### src/rtl/cart_mem_arbiter.sv
// Arbitrates the cartridge memory port between the ROM loader and two slot mappers.
// Optional WAIT-state watchdog enabled by defining CART_ARB_TIMEOUT_EN.
module cart_mem_arbiter #(
  parameter int ADDR_W  = 25,
  parameter int TIMEOUT = 255
) (
  input  logic              clk,
  input  logic              reset,
  input  logic              ld_req,
  input  logic [ADDR_W-1:0] ld_addr,
  input  logic [7:0]        ld_data,
  output logic              ld_ack,
  input  logic              c0_req,
  input  logic              c0_wr,
  input  logic [ADDR_W-1:0] c0_addr,
  input  logic [7:0]        c0_din,
  output logic [7:0]        c0_dout,
  output logic              c0_ack,
  input  logic              c1_req,
  input  logic              c1_wr,
  input  logic [ADDR_W-1:0] c1_addr,
  input  logic [7:0]        c1_din,
  output logic [7:0]        c1_dout,
  output logic              c1_ack,
  output logic              mem_req,
  output logic              mem_wr,
  output logic [ADDR_W-1:0] mem_addr,
  output logic [7:0]        mem_din,
  input  logic [7:0]        mem_dout,
  input  logic              mem_ready,
  output logic              busy,
  output logic              timeout_err
);

  typedef enum logic [1:0] {IDLE, ISSUE, WAIT, ACK} state_t;
  localparam logic [1:0] G_LD = 2'd0, G_C0 = 2'd1, G_C1 = 2'd2;

  state_t     state;
  logic [1:0] gnt, nxt_gnt;
  logic       rr_c1;      // set: c1 wins the next c0/c1 tie
  logic       any_req;
  logic       timeout_hit;
  logic       done;
  logic [7:0] rd_val;

  always_comb begin
    nxt_gnt = G_C0;
    if (ld_req)                nxt_gnt = G_LD;
    else if (c0_req && c1_req) nxt_gnt = rr_c1 ? G_C1 : G_C0;
    else if (c1_req)           nxt_gnt = G_C1;
  end

  assign any_req = ld_req | c0_req | c1_req;

`ifdef CART_ARB_TIMEOUT_EN
  localparam logic [7:0] TO_LIM = 8'(TIMEOUT);
  logic [7:0] wait_cnt;
  assign timeout_hit = (state == WAIT) && !mem_ready && (wait_cnt == TO_LIM);
`else
  assign timeout_hit = 1'b0;
  assign timeout_err = 1'b0;
`endif

  assign done   = (state == WAIT) && (mem_ready || timeout_hit);
  // A timed-out read returns all ones so the mapper sees open bus.
  assign rd_val = mem_ready ? mem_dout : 8'hFF;

  always_ff @(posedge clk or posedge reset) begin
    if (reset) begin
      state    <= IDLE;
      gnt      <= G_LD;
      rr_c1    <= 1'b0;
      mem_req  <= 1'b0;
      mem_wr   <= 1'b0;
      mem_addr <= '0;
      mem_din  <= '0;
      ld_ack   <= 1'b0;
      c0_ack   <= 1'b0;
      c1_ack   <= 1'b0;
      c0_dout  <= '0;
      c1_dout  <= '0;
      busy     <= 1'b0;
`ifdef CART_ARB_TIMEOUT_EN
      wait_cnt    <= '0;
      timeout_err <= 1'b0;
`endif
    end else begin
      mem_req <= 1'b0;
      ld_ack  <= 1'b0;
      c0_ack  <= 1'b0;
      c1_ack  <= 1'b0;
      case (state)
        IDLE: if (any_req) begin
          gnt     <= nxt_gnt;
          mem_req <= 1'b1;
          busy    <= 1'b1;
          state   <= ISSUE;
          case (nxt_gnt)
            G_LD: begin mem_addr <= ld_addr; mem_din <= ld_data; mem_wr <= 1'b1;  end
            G_C0: begin mem_addr <= c0_addr; mem_din <= c0_din;  mem_wr <= c0_wr; end
            default: begin mem_addr <= c1_addr; mem_din <= c1_din; mem_wr <= c1_wr; end
          endcase
        end
        ISSUE: begin
          state <= WAIT;
`ifdef CART_ARB_TIMEOUT_EN
          wait_cnt <= '0;
`endif
        end
        WAIT: if (done) begin
          state <= ACK;
          case (gnt)
            G_LD: ld_ack <= 1'b1;
            G_C0: begin c0_ack <= 1'b1; if (!mem_wr) c0_dout <= rd_val; end
            default: begin c1_ack <= 1'b1; if (!mem_wr) c1_dout <= rd_val; end
          endcase
`ifdef CART_ARB_TIMEOUT_EN
          if (timeout_hit) timeout_err <= 1'b1;
        end else begin
          wait_cnt <= wait_cnt + 8'd1;
`endif
        end
        ACK: begin
          state <= IDLE;
          busy  <= 1'b0;
          if (gnt == G_C0)      rr_c1 <= 1'b1;
          else if (gnt == G_C1) rr_c1 <= 1'b0;
        end
        default: state <= IDLE;
      endcase
    end
  end

endmodule

### config.mk
export PLATFORM = sky130hd
export DESIGN_NAME = cart_mem_arbiter
export DESIGN_NICKNAME = d
export VERILOG_FILES = /design/src/rtl/cart_mem_arbiter.sv
export SDC_FILE = /design/constraint.sdc
export NUM_CORES = 1
export LEC_CHECK = 0
export BUFFER_PORTS_ARGS = -buffer_cell sky130_fd_sc_hd__buf_2
export CELL_PAD_IN_SITES_DETAIL_PLACEMENT = 0
export CELL_PAD_IN_SITES_GLOBAL_PLACEMENT = 1
export CORE_MARGIN = 2
export CORE_UTILIZATION = 33
export CTS_BUF_LIST = sky130_fd_sc_hd__clkbuf_16
export CTS_CLUSTER_SIZE = 30
export DETAILED_ROUTE_END_ITERATION = 6
export HOLD_SLACK_MARGIN = 0.05
export PLACE_DENSITY_LB_ADDON = 0.1
export SLEW_MARGIN = 20
export SYNTH_ARGS = -nofsm -noshare
export SYNTH_HDL_FRONTEND = slang
export SYNTH_SLANG_ARGS = --single-unit
### constraint.sdc
create_clock -name clk -period 2.27 [get_ports clk]
set_input_delay 0.3405 -clock clk [delete_from_list [all_inputs] [get_ports clk]]
set_output_delay 0.3405 -clock clk [all_outputs]
set_load 0.01 [all_outputs]
# Yosys cells after proc, flatten, opt, wreduce, memory -nomap -nowiden
# Index checks and enable logic that the tools add are counted.
# Widths: inputs -> output; s select.
# totals
regBits,60
in_bits,115
out_inout_bits,56
elab_cells,65
# op_classes
eq_ne,8
n_mux,26
bitwise,4
n_reduce_logical,14
# ops
cell,n
$pmux 25 s2,1
$pmux 8 s2,1
$mux 1,14
$mux 2,6
$mux 8,1
$pmux 2 s4,1
$reduce_and 2->1,4
$reduce_and 4->1,2
$eq 2x1->1 const B,3
$eq 2x2->1 const B,3
$logic_not 2->1,3
$ne 2x2->1 const B,2
$pmux 1 s2,2
$reduce_bool 2->1,2
$logic_and 1x1->1,2
$not 1->1,2
$or 1x1->1,2
$reduce_or 2->1,1

# Longest topological paths before layout
# depth
word_depth,5
ltp_mapped,7
depth_no_buf,6

# Least setup slack after synthesis
# No wires, ideal clock.
# synth_path
path_type,flip-flop to flip-flop
startpoint,register state[0]
endpoint,register c1_dout[0]
setup_time_ps,125
arrival_ps,1579
required_time_ps,2145
path_slack_ps,566
stages_incl_launch_ff,7
n_path_buf,1
synth_period_minus_slack_ps,1704
path_cell_list,dfrtp_1 inv_1 ha_1 nand2_1 or4_1 buf_4 mux2_4
# synth_between
elab_chain_cells,3
# synth_rtl
item,line_no,rtl
"start, declared",38,state_t state;
"start signal, assigned",70,state <= IDLE;
"start signal, assigned",97,state <= ISSUE;
"start signal, assigned",105,state <= WAIT;
$eq 2x2->1 (*),"64, 92",
$logic_and 1x1->1,64,assign done = (state == WAIT) && (mem_ready || timeout_hit);
$reduce_and 4->1 (no source line) (*),n/a,
"end signal, assigned",81,c1_dout <= '0;
"end signal, assigned",115,default: begin c1_ack <= 1'b1; if (!mem_wr) c1_dout <= rd_val; end
"end, declared",23,"output logic [7:0] c1_dout,"
# Mark *: on every way between the ends. The rest lies on a longest branch, timed or not.
# A chain may end at the register's enable or synchronous reset.

# Worst setup path after layout
# layout_path
startpoint,register state[0]
endpoint,register c1_dout[2]
# Same word-level chain as after synthesis.

==> flow_summary.yaml <==
final_layout:
  antennaDiodeCount: 0
  final_util_pct: 47.3
  postLayoutCellArea_sq_um: 4560
  drive_above_1_share_pct: 44.0
  final_common_cell: "buf_2"
  stdcell_count: 624
  fill_cells: 998
  most-common-layout-cells: "buf_2 (169), dfrtp_1 (60), nand2_1 (36), nor2b_1 (34), nor3_1 (33)"
  area_growth_syn_to_layout_pct: 41.3
  nNetsFinal: 606
power_and_ir_drop:
  ir_drop_mv: 0.435
  p_leak_nw: 2.24
  intPower_mw: 3.63
  switching_power_mw: 1.96
  powerDensity_nw_per_um2: 1230
  p_sw_share_pct: 35.0
  power_frac_seq_pct: 33.1
  combPwrFrac_pct: 38.4
  power.clock.fraction_pct: 28.5
  finalPower_mw: 5.59
synthesis:
  synth_top_area_share_pct: 46.5
  ys_ff_latch: 60
  synth_ff_type: "dfrtp_1"
  syn_avg_cell_area_sq_um: 9.83
  yosys.cell_types.count: 34
  synth.area.top_cells: "dfrtp_1 (47%), a221oi_1 (8.4%), o31ai_1 (7.4%)"
  synth_top_cell_by_area: "dfrtp_1"
  synthesis.nets: 448
  async_reset_ff_share_pct: 100
  synthCells: 328
  synth-edff-count: 0
  ys_seq_area_share_pct: 46.5
  ys_warn_count: 0
  syn_area_sq_um: 3230
placement:
  gp_congestion: 0.791
  place.detailed.hpwl_mm: 6.91
  dp_cells: 608
  dp_slack_ns: 0.276
  portBuffers: 169
  placed_area_sq_um: 4210
floorplanning:
  die_h_um: 103
  dieWidth_um: 103
  io_pins: 171
  core_area_sq_um: 9640
  die_area_sq_um: 10600
  initial_core_util_pct: 33.5
  core.rowCount: 36
timing:
  slew_headroom_pct: 41.5
  skew_ns: 0.00525
  tns_ns: 0
  setup_violations: 0
  setup_slack_ns: 0.313
  hold_viol_final: 0
  rsz0062_at_grt: "false"
  min_period_over_period_pct: 86.2
  slew_violations: 0
  max_slew.worst_pin.slew_ns: 0.873
  max_freq_mhz: 511
  hold_slack_ns: 0.105
  min_period_ns: 1.96
grt:
  grt_pass1_wl_mm: 14.5
  grt_use_total_pct: 18.0
  grt-ovfl-total: 0
  grt_max_degree: 47
  antenna_found_initial: 0
  grt_pass1_vias: 2860
routing:
  viasPerCell: 4.91
  drc: 0
  vias: 3065
  routed_wl_mm: 9.69
  wire_per_inst_um: 15.5
  drt_iter0_drc: 49
  antenna_left: 0
  drt_first_pass_iters: 4
clock_network:
  cts_made_buffers: 9
  post_cts_buffers: 0
  cts_tree: "done"
  cts-root-buf: "clkbuf_16"
  cts_max_level: 3
  cts_resized: 0
  cts_hold_buf: 0
  cts_sinks: 60
  cts_buffer_depth: 2
  clk_pin_slew_ns: 0.06
  clk_latency_ns: 0.32
worst_setup_path:
  crit_chain: "inv_1 > ha_1 > nand2_1 > or4_1 > mux2_4"
  startpoint_type: "register"
  r2r-end: "c1_dout[2]$_DFFE_PP0P_"
  slowest_stage: "or4_1"
  crit_type: "reg2reg"
  arrival_ns: 2.17
  r2r-start: "state[0]$_DFFE_PP0P_"
  worst-path-max-fanout: 8
  r2r_slack_ns: 0.31
  slowest_delay_ns: 0.67
  end_kind: "register"
  worstPathRequired_ns: 2.48
  reg2reg_depth: 5
hold_path:
  hold_class: "in2async"
outcome:
  status: "finished, final reports clean"
flow_run:
  max_cap_violations: 0
==> power groups by stage <==
stage | combinational (mW) | sequential, mW | clock [mW]
after floorplan | 1.10 | 2.07 | 0
after global placement | 2.17 | 1.85 | 0
after detailed placement | 2.19 | 1.86 | 0
after CTS | 2.19 | 1.86 | 1.63
after global routing | 2.39 | 1.92 | 1.68
final | 2.15 | 1.85 | 1.60
==> cell families after synthesis <==
logic type | share of synthesized area [%]
other | 0.116
buffers and inverters | 6.21
AOI/OAI and AO/OA | 19.9
and+or+nand+nor | 19.1
adders and majority gates | 1.94
muxes | 6.21
DFF | 46.5
==> how the worst max path moves through the flow <==
stage / from / endpoint / slack [ns] / cells after the start
2_1_floorplan: reset / busy$_DFFE_PP0P_ / 0.44 / 1
3_3_place_gp: state[0]$_DFFE_PP0P_ / c1_dout[1]$_DFFE_PP0P_ / 0.36 / 5
3_5_place_dp: c1_req / mem_addr[2]$_DFFE_PP0P_ / 0.28 / 5
4_1_cts: state[0]$_DFFE_PP0P_ / c1_dout[2]$_DFFE_PP0P_ / 0.29 / 5
5_1_grt: state[0]$_DFFE_PP0P_ / c1_dout[2]$_DFFE_PP0P_ / 0.22 / 5
6_report: state[0]$_DFFE_PP0P_ / c1_dout[2]$_DFFE_PP0P_ / 0.31 / 5
==> layer usage <==
layer | up-vias | GRT usage (%) | part of all wire, %
li1 | 1522 | - | -
met1 | 1437 | 21.4 | 42
met2 | 99 | 31.1 | 50
met3 | 7 | 5.63 | 7.4
met4 | 0 | 6.07 | 1.1
met5 | - | 0 | 0
==> synthesized netlist by cell type, drive strengths merged (3+ instances only) <==
cell	count
dfrtp	60
nand2	36
a221oi	31
buf	23
nor3	33
o31ai	33
inv	10
ha	5
a211o	3
mux2	14
nor2b	36
nand2b	8
clkbuf	11
o21ai	5
==> area by class of cell <==
cell class | count | area, sq um | share of cell area (%)
Tap cell | 133 | 166 | 3.65
Multi-Input combinational cell | 223 | 1540 | 33.8
Timing Repair Buffer | 181 | 961 | 21.1
Sequential cell | 60 | 1500 | 32.9
Clock inverter | 7 | 124 | 2.72
Clock buffer | 9 | 225 | 4.94
Inverter | 11 | 41.3 | 0.906
==> registers in the layout (all words and copies together) (netlist names) <==
| signal | count |
|---|---|
| busy | 1 |
| c0_ack | 1 |
| c0_dout | 8 |
| c1_ack | 1 |
| c1_dout | 8 |
| gnt | 2 |
| ld_ack | 1 |
| mem_addr | 25 |
| mem_din | 8 |
| mem_req | 1 |
| mem_wr | 1 |
| rr_c1 | 1 |
| state | 2 |
==> critical path: cells and delay by family (launching register included) <==
family | cells | cell delay (ns)
mux | 1 | 0.39
buf+inv | 1 | 0.08
simple gates | 2 | 0.75
flops | 1 | 0.39
fa+ha+maj | 1 | 0.22
Note: power is estimated with default switching activity, not from simulation.
